### config.mk
export PLATFORM = sky130hd
export DESIGN_NAME = tao_ifu
export DESIGN_NICKNAME = d
export VERILOG_FILES = /design/src/rtl/tao_ifu.sv
export SDC_FILE = /design/constraint.sdc
export NUM_CORES = 1
export LEC_CHECK = 0
export ABC_AREA = 1
export BUFFER_PORTS_ARGS = -buffer_cell sky130_fd_sc_hd__buf_4
export CAP_MARGIN = 0
export CORE_ASPECT_RATIO = 0.75
export CORE_MARGIN = 2
export CORE_UTILIZATION = 45
export DETAILED_ROUTE_END_ITERATION = 8
export GPL_ROUTABILITY_DRIVEN = 0
export HOLD_SLACK_MARGIN = 0.1
export PLACE_DENSITY = 0.76
export SLEW_MARGIN = 20
export SYNTH_ARGS = -nofsm -noshare
export SYNTH_HDL_FRONTEND = slang
export SYNTH_SLANG_ARGS = --single-unit
### constraint.sdc
create_clock -name clk -period 1.5 [get_ports clk]
set_input_delay 0.3 -clock clk [delete_from_list [all_inputs] [get_ports clk]]
set_output_delay 0.3 -clock clk [all_outputs]
set_load 0.03 [all_outputs]
### src/rtl/tao_ifu.sv
// tao_ifu: instruction fetch unit with one outstanding memory request and a one-entry decode buffer
module tao_ifu #(
  parameter logic [31:0] RESET_PC = 32'h8000_0000
) (
  input  logic        clk,
  input  logic        rst,
  output logic        ifu_req_valid,
  input  logic        ifu_req_ready,
  output logic [31:0] ifu_req_addr,
  input  logic        ifu_rsp_valid,
  output logic        ifu_rsp_ready,
  input  logic [31:0] ifu_rsp_data,
  input  logic        ifu_rsp_err,
  input  logic        redirect_en,
  input  logic [31:0] redirect_pc,
  output logic        o_valid,
  input  logic        i_ready,
  output logic [31:0] o_inst,
  output logic [31:0] o_pc,
  output logic        o_err
);
  typedef enum logic [1:0] {IDLE, REQ, WAIT, FULL} state_t;
  state_t      state_q, state_d;
  logic [31:0] pc_q, pc_d, inst_q, inst_d, opc_q, opc_d;
  logic        drop_q, drop_d, valid_q, valid_d, err_q, err_d;
  logic        req_hs;
  assign req_hs        = ifu_req_valid & ifu_req_ready;
  assign ifu_req_valid = (state_q == REQ);
  assign ifu_rsp_ready = (state_q == WAIT);
  assign ifu_req_addr  = pc_q;
  assign o_valid       = valid_q;
  assign o_inst        = inst_q;
  assign o_pc          = opc_q;
  assign o_err         = err_q;
  // Fetch sequencing: a redirect always retargets the PC; a response is marked stale if its request predates the redirect
  always_comb begin
    state_d = state_q;
    pc_d    = pc_q;
    drop_d  = drop_q;
    valid_d = valid_q;
    inst_d  = inst_q;
    opc_d   = opc_q;
    err_d   = err_q;
    case (state_q)
      IDLE: state_d = REQ;
      REQ: if (req_hs) begin
        state_d = WAIT;
        drop_d  = redirect_en;
      end
      WAIT: if (ifu_rsp_valid) begin
        drop_d = 1'b0;
        if (drop_q | redirect_en) state_d = REQ;
        else begin
          inst_d  = ifu_rsp_data;
          opc_d   = pc_q;
          err_d   = ifu_rsp_err;
          valid_d = 1'b1;
          pc_d    = pc_q + 32'd4;
          state_d = FULL;
        end
      end else if (redirect_en) drop_d = 1'b1;
      FULL: if (redirect_en | i_ready) begin
        valid_d = 1'b0;
        state_d = REQ;
      end
      default: state_d = IDLE;
    endcase
    if (redirect_en) pc_d = redirect_pc & 32'hFFFF_FFFC;
  end
  // State, PC and decode buffer registers
  always_ff @(posedge clk or negedge rst) begin
    if (!rst) begin
      state_q <= IDLE;
      pc_q    <= RESET_PC;
      drop_q  <= 1'b0;
      valid_q <= 1'b0;
      inst_q  <= 32'd0;
      opc_q   <= RESET_PC;
      err_q   <= 1'b0;
    end else begin
      state_q <= state_d;
      pc_q    <= pc_d;
      drop_q  <= drop_d;
      valid_q <= valid_d;
      inst_q  <= inst_d;
      opc_q   <= opc_d;
      err_q   <= err_d;
    end
  end
endmodule

Yosys cells after proc, flatten, opt, wreduce, memory -nomap -nowiden
Index checks and enable logic that the tools add are counted.
{"block": "classes", "n_addsub": 1, "eq_ne": 9, "mux": 17, "bitwise_logic": 4, "reduce_logical": 10}
{"cell": "two-way mux 32 bit", "count": 4}
{"cell": "adder 32 x 3 -> 32 bit (second input constant)", "count": 1}
{"cell": "AND reduction 3 bit", "count": 4}
{"cell": "two-way mux 2 bit", "count": 4}
{"cell": "inequality test 2 bit (second input constant)", "count": 4}
{"cell": "case mux 2 bit (4 select lines)", "count": 1}
{"cell": "nonzero test 2 bit", "count": 4}
{"cell": "two-way mux 1 bit", "count": 6}
{"cell": "equality test 2 bit (second input constant)", "count": 2}
{"cell": "case mux 1 bit (2 select lines)", "count": 2}
{"cell": "AND reduction 4 bit", "count": 1}
{"cell": "inequality test 3 x 2 -> 1 bit (second input constant)", "count": 1}
{"cell": "equality test 2 x 1 -> 1 bit (second input constant)", "count": 1}
{"cell": "logical NOT 2 bit", "count": 1}
{"cell": "inequality test 2 x 1 -> 1 bit (second input constant)", "count": 1}
{"cell": "bitwise OR 1 bit", "count": 2}
{"cell": "AND 1 bit", "count": 1}
{"cell": "inverter 1 bit", "count": 1}
{"block": "totals", "reg_bits": 101, "out_inout_bits": 100, "wordCells": 48}

Longest topological paths before layout
{"block": "logic_depth", "word_depth": 5, "mapped_depth": 10, "ltp_nobuf": 10}

Worst setup path after synthesis
Ideal clock, no wire load.
{"block": "synth_path", "path_type": "reg-to-reg", "start": "register state_q[0]", "end": "register pc_q[10] (netlist: ifu_req_addr[10])", "setup_time_ps": 133, "arrival_time_ps": 1604, "required_time_ps": 1367, "setup_slack_ps": -237, "path_stages_with_launch": 10, "n_path_buf": 1, "synth_period_minus_slack_ps": 1737, "cell_sequence": "dfrtp_1 -> inv_1 -> ha_1 -> nand2_2 -> nor2_4 -> buf_6 -> inv_2 -> nor2_1 -> xor2_1 -> a21oi_1"}
{"block": "synth_between", "elab_chain_len": 3}
{"element": "start: declaration", "line": "23", "rtl": "state_t state_q, state_d;"}
{"element": "start signal: assignment", "line": "81", "rtl": "state_q <= state_d;"}
{"element": "equality test 2 bit"}
{"element": "named net ifu_rsp_ready", "line": "11", "rtl": "output logic ifu_rsp_ready,"}
{"element": "nonzero test 2 bit (no line)"}
{"element": "AND reduction 3 bit (no line)"}
{"element": "end signal: assignment", "line": "82", "rtl": "pc_q <= pc_d;"}
{"element": "end: declaration", "line": "24", "rtl": "logic [31:0] pc_q, pc_d, inst_q, inst_d, opc_q, opc_d;"}
The timed path passes the listed nets, and every way through them passes these cells.
A chain may end at the register's enable or synchronous reset.

Worst setup path in the final report
{"block": "layout_path", "start": "register state_q[0]", "end": "register pc_q[13] (netlist: ifu_req_addr[13])"}
{"block": "layout_between", "elab_chain_len": 3}
{"element": "equality test 2 bit", "line": "44", "rtl": "case (state_q)"}
{"element": "nonzero test 2 bit (no line)"}
{"element": "AND reduction 3 bit (no line)"}
No other way between the ends.

==> flow_metrics.env <==
export IMPL_path_class="flip-flop to flip-flop"
export IMPL_worst_ep_required_time_ps=1790
export IMPL_routed_wl_um=13700
export IMPL_synth_warnings=0
export IMPL_grt_max_degree=45
export IMPL_port_buffers=164
export IMPL_htree_num_levels=3
export IMPL_path_delay_family="simple AND/OR/NAND/NOR gates"
export IMPL_dieArea_um2=11500
export IMPL_drc=0
export IMPL_fin_util=0.678
export IMPL_track_usage=0.243
export IMPL_synth_yosys_seq_area_share=0.507
export IMPL_slowest_delay_ps=390
export IMPL_netlist_area_leader_share=0.496
export IMPL_setup_viol=2
export IMPL_skew_ps=7.88
export IMPL_clk_pin_slew_ps=70
export IMPL_grt_pass1_vias=4612
export IMPL_ys_seq_elements=97
export IMPL_clock_sinks=97
export IMPL_dr_pass1_iters=5
export IMPL_drt_antenna_violating_nets=0
export IMPL_wl_per_cell_um=14.1
export IMPL_r2r_start="state_q[0]"
export IMPL_hold_end="o_inst[24]"
export IMPL_violations="setup timing"
export IMPL_cts_tree="built"
export IMPL_hold_viol_final=0
export IMPL_drive_above_1_share=0.344
export IMPL_synth_top_cell_by_area="dfrtp_1"
export IMPL_avgSynthCellArea_um2=7.55
export IMPL_worstSetupStartpointType="flip-flop"
export IMPL_rr_endpoint="ifu_req_addr[13]"
export IMPL_layout_setup_ws_ps=-33.7
export IMPL_vias=4856
export IMPL_min_from="ifu_rsp_data[24]"
export IMPL_dp_final_hpwl_um=10200
export IMPL_grt_overflow_total=0
export IMPL_clk_path_buf_depth=2
export IMPL_p_per_area_nw_per_um2=1680
export IMPL_syn_area_um2=4790
export IMPL_ioPinCount=171
export IMPL_fmax_ghz=0.652
export IMPL_reg2regPathDepth=9
export IMPL_status="complete, but fails checks"
export IMPL_cts_inserted_buffers=9
export IMPL_avgViaCountPerCell=5.00
export IMPL_place_ws_ps=-53.2
export IMPL_core_area_um2=10300
export IMPL_p_leak_uw=0.00365
export IMPL_drtIter0Drc=208
export IMPL_period_minus_slack_ps=1530
export IMPL_design_area_um2=7000
export IMPL_synth_area_leaders="dfrtp_1, nand2_1, nor2_1, nand3_1, inv_1"
export IMPL_crit_chain="inv_2 -> ha_4 -> nand2_4 -> nor2_4 -> nand2_4 -> buf_4 -> nor2_1 -> a22oi_1 -> nand2_1"
export IMPL_nNetsFinal=907
export IMPL_reg2reg_setup_slack_ps=-30
export IMPL_path_buf_inv=2
export IMPL_insertion_delay_ps=340
export IMPL_worstPathArrival_ps=1820
export IMPL_antenna_cells=0
export IMPL_grt_pass1_wl_um=21800
export IMPL_antenna_found_initial=0
export IMPL_placed_area_um2=6440
export IMPL_area_growth_pct=46.1
export IMPL_cap_viol_max_count=0
export IMPL_crit_fanout=5
export IMPL_peakVddDrop_v=0.000867
export IMPL_slew_viol_final=0
export IMPL_cpMaxStageDelayCell="dfrtp_1"
export IMPL_yosysUniqueCellTypes=31
export IMPL_initial_core_util=0.464
export IMPL_rsz0062_at_grt="yes"
export IMPL_synth_cells=635
export IMPL_rows=32
export IMPL_die_y_um=93.4
export IMPL_endpoint_kind="flip-flop"
export IMPL_crit_path_frequent_cell="nand2_4"
export IMPL_total_power_uw=11800
export IMPL_holdPathStages=3
export IMPL_die_width_um=123
export IMPL_min_path_type="input port to flip-flop"
export IMPL_fin_crit_sh=1.02
export IMPL_clockRootBuffer="clkbuf_16"
## cells in the mapped netlist
cell / instances
a22oi_1: 4
a31oi_1: 3
nand2_2: 5
nand2_1: 267
o21ai_1: 13
dfstp_2: 2
o22ai_1: 1
buf_6: 3
o21a_1: 1
nand4_1: 3
o21ai_0: 17
o31ai_1: 1
and2_1: 2
nor2_4: 5
o221ai_1: 1
buf_2: 17
nor3_1: 2
conb_1: 1
xnor2_1: 2
clkbuf_1: 1
ha_1: 4
dfrtp_1: 95
nor2_2: 7
nor2_1: 69
buf_1: 1
buf_4: 5
nand3_1: 37
inv_1: 44
a21oi_1: 15
xor2_1: 3
inv_2: 4
## power by group
group / leakage (uW) / internal (uW) / switching [uW]
registers: 0.00121 / 3500 / 607
logic: 0.00230 / 2050 / 3290
clock network: 0.000145 / 1340 / 987
total: 0.00365 / 6890 / 4880
## layout by cell type, fill, tap and decap left out, types with 2 or more instances in the layout
cell / instances
inv_2: 6
a31oi_1: 2
nor2_1: 55
a21oi_1: 14
a22oi_1: 3
xor2_1: 3
clkinv_4: 2
nor2_4: 15
and2_1: 2
dfstp_2: 2
buf_6: 11
clkbuf_16: 9
dfrtp_1: 89
nand2_4: 3
inv_4: 2
inv_1: 40
ha_4: 3
nand2_1: 261
nand3_1: 35
nor2_2: 11
nand4_1: 3
conb_1: 4
dfrtp_2: 6
o21ai_1: 15
buf_12: 4
xnor2_1: 2
buf_4: 193
nand2_2: 9
o21ai_0: 14
## layout make-up
type                    count  area [um2]
multi-input cells         467        2250
clock inverters             5        63.8
repair buffers            209        1660
inverters                  48         185
flip-flops and latches     97        2440
clock buffers              10         239
well taps                 136         170
fillers                   872        3330
## sequential cells by signal, indices dropped and copies added, names as in the netlist
register      flops
o_valid           1
o_pc             30
o_inst           32
ifu_req_addr     30
o_err             1
state_q           2
drop_q            1
## kinds of logic after synthesis
| family | count (synthesis) | synth area share |
|---|---|---|
| and+or+nand+nor | 397 | 0.338 |
| DFF | 97 | 0.507 |
| buffers and inverters | 75 | 0.0718 |
| AOI/OAI and AO/OA | 56 | 0.0634 |
| xor gates and xnor gates | 5 | 0.00914 |
| adders and majority gates | 4 | 0.0104 |
| other | 1 | 0.000782 |
## worst max-delay path by stage
stage | startpoint | to | slack [ps] | cells past startpoint
after global routing | ifu_req_addr[7] | ifu_req_addr[19] | -90 | 9
after detailed placement | state_q[1] | ifu_req_addr[25] | -50 | 9
after floorplan | state_q[0] | ifu_req_addr[10] | -9 | 9
after CTS | state_q[1] | ifu_req_valid | -20 | 4
after global placement | state_q[1] | ifu_req_addr[23] | -30 | 9
final | state_q[0] | ifu_req_addr[13] | -30 | 9
## routing by layer
metal | vias to the layer above | global-route usage | wire length, um
met5 | - | 0 | 0
met2 | 228 | 0.388 | 6360
met4 | 0 | 0.0682 | 235
met1 | 2235 | 0.329 | 5860
met3 | 25 | 0.0616 | 1230
li1 | 2368 | - | -
## what timing repair did
item	4_1_cts	5_1_grt
hold buffers	1	0
resized for setup	11	48
cloned	0	1
buffers inserted	1	4
endpoints found under the hold margin	16	0
pin swaps	1	16
setup endpoints to repair	60	77
## per-stage QoR
step           hold WS (ps)  std cells  TNS [ps]
5_1_grt                 155        972     -1220
3_5_place_dp            219        950     -1360
4_1_cts                 140        967     -32.4
3_3_place_gp            210        950      -264
6_report                150        972     -34.2
2_1_floorplan          4.41        638     -17.9
## worst reg2reg max path, cell delays in order (launching register included)
cell and delay (ps):
dfrtp_1 390, inv_2 70, ha_4 150, nand2_4 50, nor2_4 130, nand2_4 120
buf_4 170, nor2_1 220, a22oi_1 120, nand2_1 70
(Power assumes the default switching activity.)
